## config.mk

```make
export PLATFORM = sky130hd
export DESIGN_NAME = gf_square_iter
export DESIGN_NICKNAME = d
export VERILOG_FILES = /design/src/rtl/gf_square_iter.sv
export SDC_FILE = /design/constraint.sdc
export NUM_CORES = 1
export LEC_CHECK = 0
export ABC_AREA = 1
export BUFFER_PORTS_ARGS = -buffer_cell sky130_fd_sc_hd__buf_2
export CORE_MARGIN = 5
export CORE_UTILIZATION = 50
export CTS_CLUSTER_DIAMETER = 80
export DETAILED_ROUTE_END_ITERATION = 8
export PLACE_DENSITY_LB_ADDON = 0.15
export SETUP_SLACK_MARGIN = 0.05
export SLEW_MARGIN = 0
export SYNTH_ARGS = -nofsm -noshare
export SYNTH_HDL_FRONTEND = slang
export SYNTH_SLANG_ARGS = --single-unit
```

## constraint.sdc

```tcl
create_clock -name clk -period 2.1 [get_ports clk]
set_input_delay 0.525 -clock clk [delete_from_list [all_inputs] [get_ports clk]]
set_output_delay 0.525 -clock clk [all_outputs]
set_load 0.03 [all_outputs]
```

## src/rtl/gf_square_iter.sv

```systemverilog
// gf_square_iter -- sequential GF(2^m) repeated squarer.
//
// Computes result = A^(2^k) mod P(x), with one squaring and reduction per clock.
// It serves the ECC datapath (Itoh-Tsujii inversion chains, Frobenius maps).
//
// Ports:
//   clk        rising-edge clock
//   rst        synchronous, active-high reset
//   in_valid   a_in/k_in valid (sampled only in IDLE)
//   in_ready   unit can accept an operand (registered)
//   a_in       operand A, polynomial basis, must be < 2^m
//   k_in       number of squarings k
//   out_valid  result valid, held until out_ready (registered)
//   out_ready  consumer accepts result
//   result     A^(2^k) mod P (registered)
//   abort      present only when GF_SQ_ABORT_EN is defined; drops a RUN/DONE operation
//
// Build option: define GF_SQ_ABORT_EN to add the abort input.
module gf_square_iter #(
    parameter int                  NUM_BITS = 163,
    parameter logic [NUM_BITS-1:0] POLY     = NUM_BITS'(8'hC9),
    parameter int                  CNT_W    = 8
) (
    input  logic                clk,
    input  logic                rst,
    input  logic                in_valid,
    output logic                in_ready,
    input  logic [NUM_BITS-1:0] a_in,
    input  logic [CNT_W-1:0]    k_in,
    output logic                out_valid,
    input  logic                out_ready,
    output logic [NUM_BITS-1:0] result
`ifdef GF_SQ_ABORT_EN
    ,
    input  logic                abort
`endif
);

    typedef enum logic [1:0] {S_IDLE, S_RUN, S_DONE} state_t;

    localparam int              SW   = 2*NUM_BITS - 1;
    localparam logic [SW-1:0]   SPOLY = {{(NUM_BITS-1){1'b0}}, POLY};
    localparam logic [CNT_W-1:0] ONE  = CNT_W'(1);

    state_t              state_q;
    logic [NUM_BITS-1:0] acc_q;
    logic [CNT_W-1:0]    cnt_q;
    logic                in_ready_q;
    logic                out_valid_q;
    logic [NUM_BITS-1:0] sq_acc;

    // Square by bit interleaving, then fold the high half down from the top.
    // Folding bit j adds POLY at offset j-m, which only touches bits below j,
    // so a single downward pass reduces fully for any POLY.
    function automatic logic [NUM_BITS-1:0] sq_mod(input logic [NUM_BITS-1:0] a);
        logic [SW-1:0] s;
        s = '0;
        for (int i = 0; i < NUM_BITS; i++) s[2*i] = a[i];
        for (int j = SW-1; j >= NUM_BITS; j--) begin
            if (s[j]) begin
                s    = s ^ (SPOLY << (j - NUM_BITS));
                s[j] = 1'b0;
            end
        end
        return s[NUM_BITS-1:0];
    endfunction

    assign sq_acc = sq_mod(acc_q);

    always_ff @(posedge clk) begin
        if (rst) begin
            state_q     <= S_IDLE;
            acc_q       <= '0;
            cnt_q       <= '0;
            in_ready_q  <= 1'b1;
            out_valid_q <= 1'b0;
        end
`ifdef GF_SQ_ABORT_EN
        else if (abort && state_q != S_IDLE) begin
            state_q     <= S_IDLE;
            acc_q       <= '0;
            cnt_q       <= '0;
            in_ready_q  <= 1'b1;
            out_valid_q <= 1'b0;
        end
`endif
        else begin
            case (state_q)
                S_IDLE: begin
                    if (in_valid) begin
                        acc_q      <= a_in;
                        cnt_q      <= k_in;
                        in_ready_q <= 1'b0;
                        if (k_in != '0) begin
                            state_q <= S_RUN;
                        end else begin
                            state_q     <= S_DONE;
                            out_valid_q <= 1'b1;
                        end
                    end
                end
                S_RUN: begin
                    acc_q <= sq_acc;
                    cnt_q <= cnt_q - ONE;
                    if (cnt_q == ONE) begin
                        state_q     <= S_DONE;
                        out_valid_q <= 1'b1;
                    end
                end
                S_DONE: begin
                    // Handoff cycle; accepting again waits for the IDLE cycle.
                    if (out_ready) begin
                        state_q     <= S_IDLE;
                        out_valid_q <= 1'b0;
                        in_ready_q  <= 1'b1;
                    end
                end
                default: state_q <= S_IDLE;
            endcase
        end
    end

    assign in_ready  = in_ready_q;
    assign out_valid = out_valid_q;
    // acc is itself a register and equals the final value whenever DONE.
    assign result    = acc_q;

endmodule

```

==> insert_results.sql <==
INSERT INTO impl_metrics (metric_group, metric, value, unit) VALUES
('outcome', 'status', 'complete, no violations', ''),
('clock_network', 'ctsHoldBuffers', '0', ''),
('global_routing', 'grt_util_all_layers', '0.307', ''),
('detailed_routing', 'avgRoutedWirePerCell', '20.0', 'um'),
('global_routing', 'grt_first_pass_wirelength', '58300', 'um'),
('finish', 'multi_input_comb_area', '5910', 'um2'),
('synthesis', 'post-synth-top-area-cell', 'dfxtp_1', ''),
('worst_setup_path', 'worst_ep_arrival_time', '2.38', 'ns'),
('timing', 'max_clock_freq', '496', 'MHz'),
('synthesis', 'synth_most_common_cell', 'a21oi_1', ''),
('power_and_ir_drop', 'vdd_drop_max', '0.000800', 'V'),
('synthesis', 'synth_top_cells_by_area', 'dfxtp_1 (34%), a21oi_1 (14%), xnor2_1 (13%), o21ai_0 (12%), nor2_1 (6.2%)', ''),
('power_and_ir_drop', 'net_load_switching_power', '13600', 'uW'),
('synthesis', 'synthesized_cell_area', '10400', 'um2'),
('finish', 'share_of_final_layout_standard_cells_stronger_than_drive_strength_1', '0.274', ''),
('synthesis', 'syn-instance-count', '1459', ''),
('global_routing', 'grt_antenna_before_repair', '2', ''),
('timing', 'rsz0062_at_grt', 'false', ''),
('finish', 'layout.core_utilization', '0.622', ''),
('timing', 'slew_violations', '0', ''),
('global_routing', 'first_global_vias', '10400', ''),
('clock_network', 'worst_setup_hold_path_clk_slew', '0.08', 'ns'),
('timing', 'timing.final.hold_violations', '0', ''),
('finish', 'fin_nets', '1864', ''),
('synthesis', 'synth_top_area_share', '0.338', ''),
('synthesis', 'synthesis.yosys.warnings', '0', ''),
('synthesis', 'synth_enable_flop_cells', '0', ''),
('worst_setup_path', 'critPathRequiredTime', '2.47', 'ns'),
('power_and_ir_drop', 'power_density', '2030', 'nW/um2'),
('clock_network', 'number_of_buffers_between_clock_root_and_the_deepest_sink', '2', ''),
('power_and_ir_drop', 'p_leak', '0.00531', 'uW'),
('floorplanning', 'dieHeight', '154', 'um'),
('timing', 'post-route-period-util', '0.960', ''),
('finish', 'flow.area_growth_from_synthesis', '21.9', '%'),
('floorplanning', 'initial_core_utilization', '0.510', ''),
('synthesis', 'synth_nets', '1639', ''),
('detailed_routing', 'detailroute.via_count', '11100', ''),
('global_routing', 'grt_start_max_net_pins', '97', ''),
('global_routing', 'grt_overflow_total', '0', ''),
('finish', 'n_antenna_cell', '0', ''),
('clock_network', 'htreeDepth', '4', ''),
('synthesis', 'synth_commonest_cells', 'a21oi_1 (281), o21ai_0 (246), dfxtp_1 (175), nor2_1 (171), xnor2_1 (151)', ''),
('timing', 'maxSlewHeadroom', '0.595', ''),
('clock_network', 'cts_root_buf', 'clkbuf_16', ''),
('synthesis', 'synth_sequential_area_ratio', '0.338', ''),
('detailed_routing', 'average_vias_per_placed_instance', '5.66', ''),
('timing', 'setup-violations-final', '0', ''),
('floorplanning', 'die-area', '23700', 'um2'),
('detailed_routing', 'detail_route.drc_violations', '0', ''),
('worst_setup_path', 'worstSetupPathType', 'flop to flop', ''),
('power_and_ir_drop', 'relative_contribution_of_combinational_cells_to_total_power', '0.575', ''),
('detailed_routing', 'firstDrtPassIters', '5', ''),
('timing', 'tightest_slew', '0.608', 'ns'),
('timing', 'post-route-min-period', '2.02', 'ns'),
('floorplanning', 'fp.dieW', '154', 'um'),
('power_and_ir_drop', 'power.switching_fraction', '0.532', ''),
('timing', 'worst_hold_margin', '0.352', 'ns'),
('floorplanning', 'pin_count', '340', ''),
('power_and_ir_drop', 'p_clk_frac', '0.126', ''),
('detailed_routing', 'detail_route.wirelength', '39400', 'um'),
('worst_hold_path', 'timing.hold.worst.class', 'input pin to flop', ''),
('clock_network', 'numCtsBuffers', '17', ''),
('synthesis', 'postSynth.asyncResetShare', '0', ''),
('clock_network', 'clkSinkCount', '175', ''),
('worst_setup_path', 'highest_fanout_seen_on_the_critical_path', '48', ''),
('detailed_routing', 'ant_nets', '0', ''),
('floorplanning', 'std_cell_rows', '52', ''),
('power_and_ir_drop', 'power_frac_seq', '0.299', ''),
('power_and_ir_drop', 'intPower', '12000', 'uW'),
('clock_network', 'insertion_delay', '0.44', 'ns'),
('finish', 'fillCellCount', '1937', '');
## power groups by stage
stage | combinational, uW | clock (uW) | sequential [uW]
finish | 14700 | 3220 | 7650
CTS | 14400 | 3270 | 7570
global route | 16000 | 3420 | 7840
global placement | 14100 | 0 | 7630
detailed placement | 14300 | 0 | 7640
floorplan | 9380 | 0 | 8540
## registers in the layout (all words and copies together) (netlist names)
name,count
out_valid,1
state_q,2
result,163
cnt_q,8
in_ready,1
## worst paths after layout
path                            depth (start not counted)        from  slack, ns          to
worst max-delay path                                    8  state_q[1]       0.08    cnt_q[2]
worst min-delay path                                    3    a_in[55]       0.35  result[55]
worst max register to register                          8  state_q[1]       0.08    cnt_q[2]
worst min register to register                          2    cnt_q[6]       0.48    cnt_q[6]
## critical path, stage by stage (launching register included)
cell	delay, ns
dfxtp_1	0.32
inv_1	0.14
ha_4	0.22
inv_8	0.09
o21ai_4	0.28
buf_4	0.19
buf_6	0.38
o211ai_1	0.16
a21oi_1	0.14
## stage by stage
step / setup slack, ns / instances / area (um2) / total power [uW]
finish: 0.0832 / 1967 / 12600 / 25600
global route: 0.0229 / 1967 / 12600 / 27300
CTS: 0.148 / 1959 / 12500 / 25200
detailed placement: 0.156 / 1927 / 12000 / 21900
global placement: 0.222 / 1927 / 12000 / 21800
floorplan: 0.474 / 1459 / 10400 / 17900
## kinds of logic (layout without fill, tap and decap cells)
kind of cell,count (synthesis),in the layout,share of synthesized area
and+or+nand+nor,327,327,0.121
DFF,175,175,0.338
buffers and inverters,202,440,0.0920
adders and majority gates,5,5,0.00604
AOI/OAI and AO/OA,594,594,0.310
xor gates and xnor gates,156,156,0.132
## layout make-up
class,count,share of cell area
well taps,270,0.0268
flip-flops and latches,175,0.278
repair inverters,1,0.000694
clock inverters,14,0.0117
multi-input cells,1082,0.468
clock buffers,18,0.0348
inverters,32,0.0111
repair buffers,375,0.169
## layout by cell type (no fill, tap or decap), drive strengths merged
cell type / netlist / routed
buf: 50 / 374
a21oi: 331 / 331
o21ai: 247 / 247
dfxtp: 175 / 175
nor2: 171 / 171
xnor2: 151 / 151
nand2: 136 / 136
inv: 32 / 40
clkbuf: 120 / 19
nand3: 17 / 17
o211ai: 9 / 9
xor2: 5 / 5
ha: 5 / 5
a211oi: 3 / 3
clkinvlp: 0 / 3
clkinv: 0 / 3
nor3: 2 / 2
nand3b: 1 / 1
o21bai: 1 / 1
a31oi: 1 / 1
o22ai: 1 / 1
a221oi: 1 / 1
bufinv: 0 / 1
## per-layer routing
metal  GRT usage  vias up  share of wire
met5           0        -        0.00053
met4       0.104        4          0.026
met3      0.0610       71          0.098
met2       0.485      629           0.46
met1       0.419     5115           0.42
li1            -     5316              -
## timing repair
action,4_1_cts,5_1_grt
gates resized for setup,0,3
setup buffers,0,5
setup endpoints to repair,0,2
Note: power is estimated with default switching activity, not from simulation.
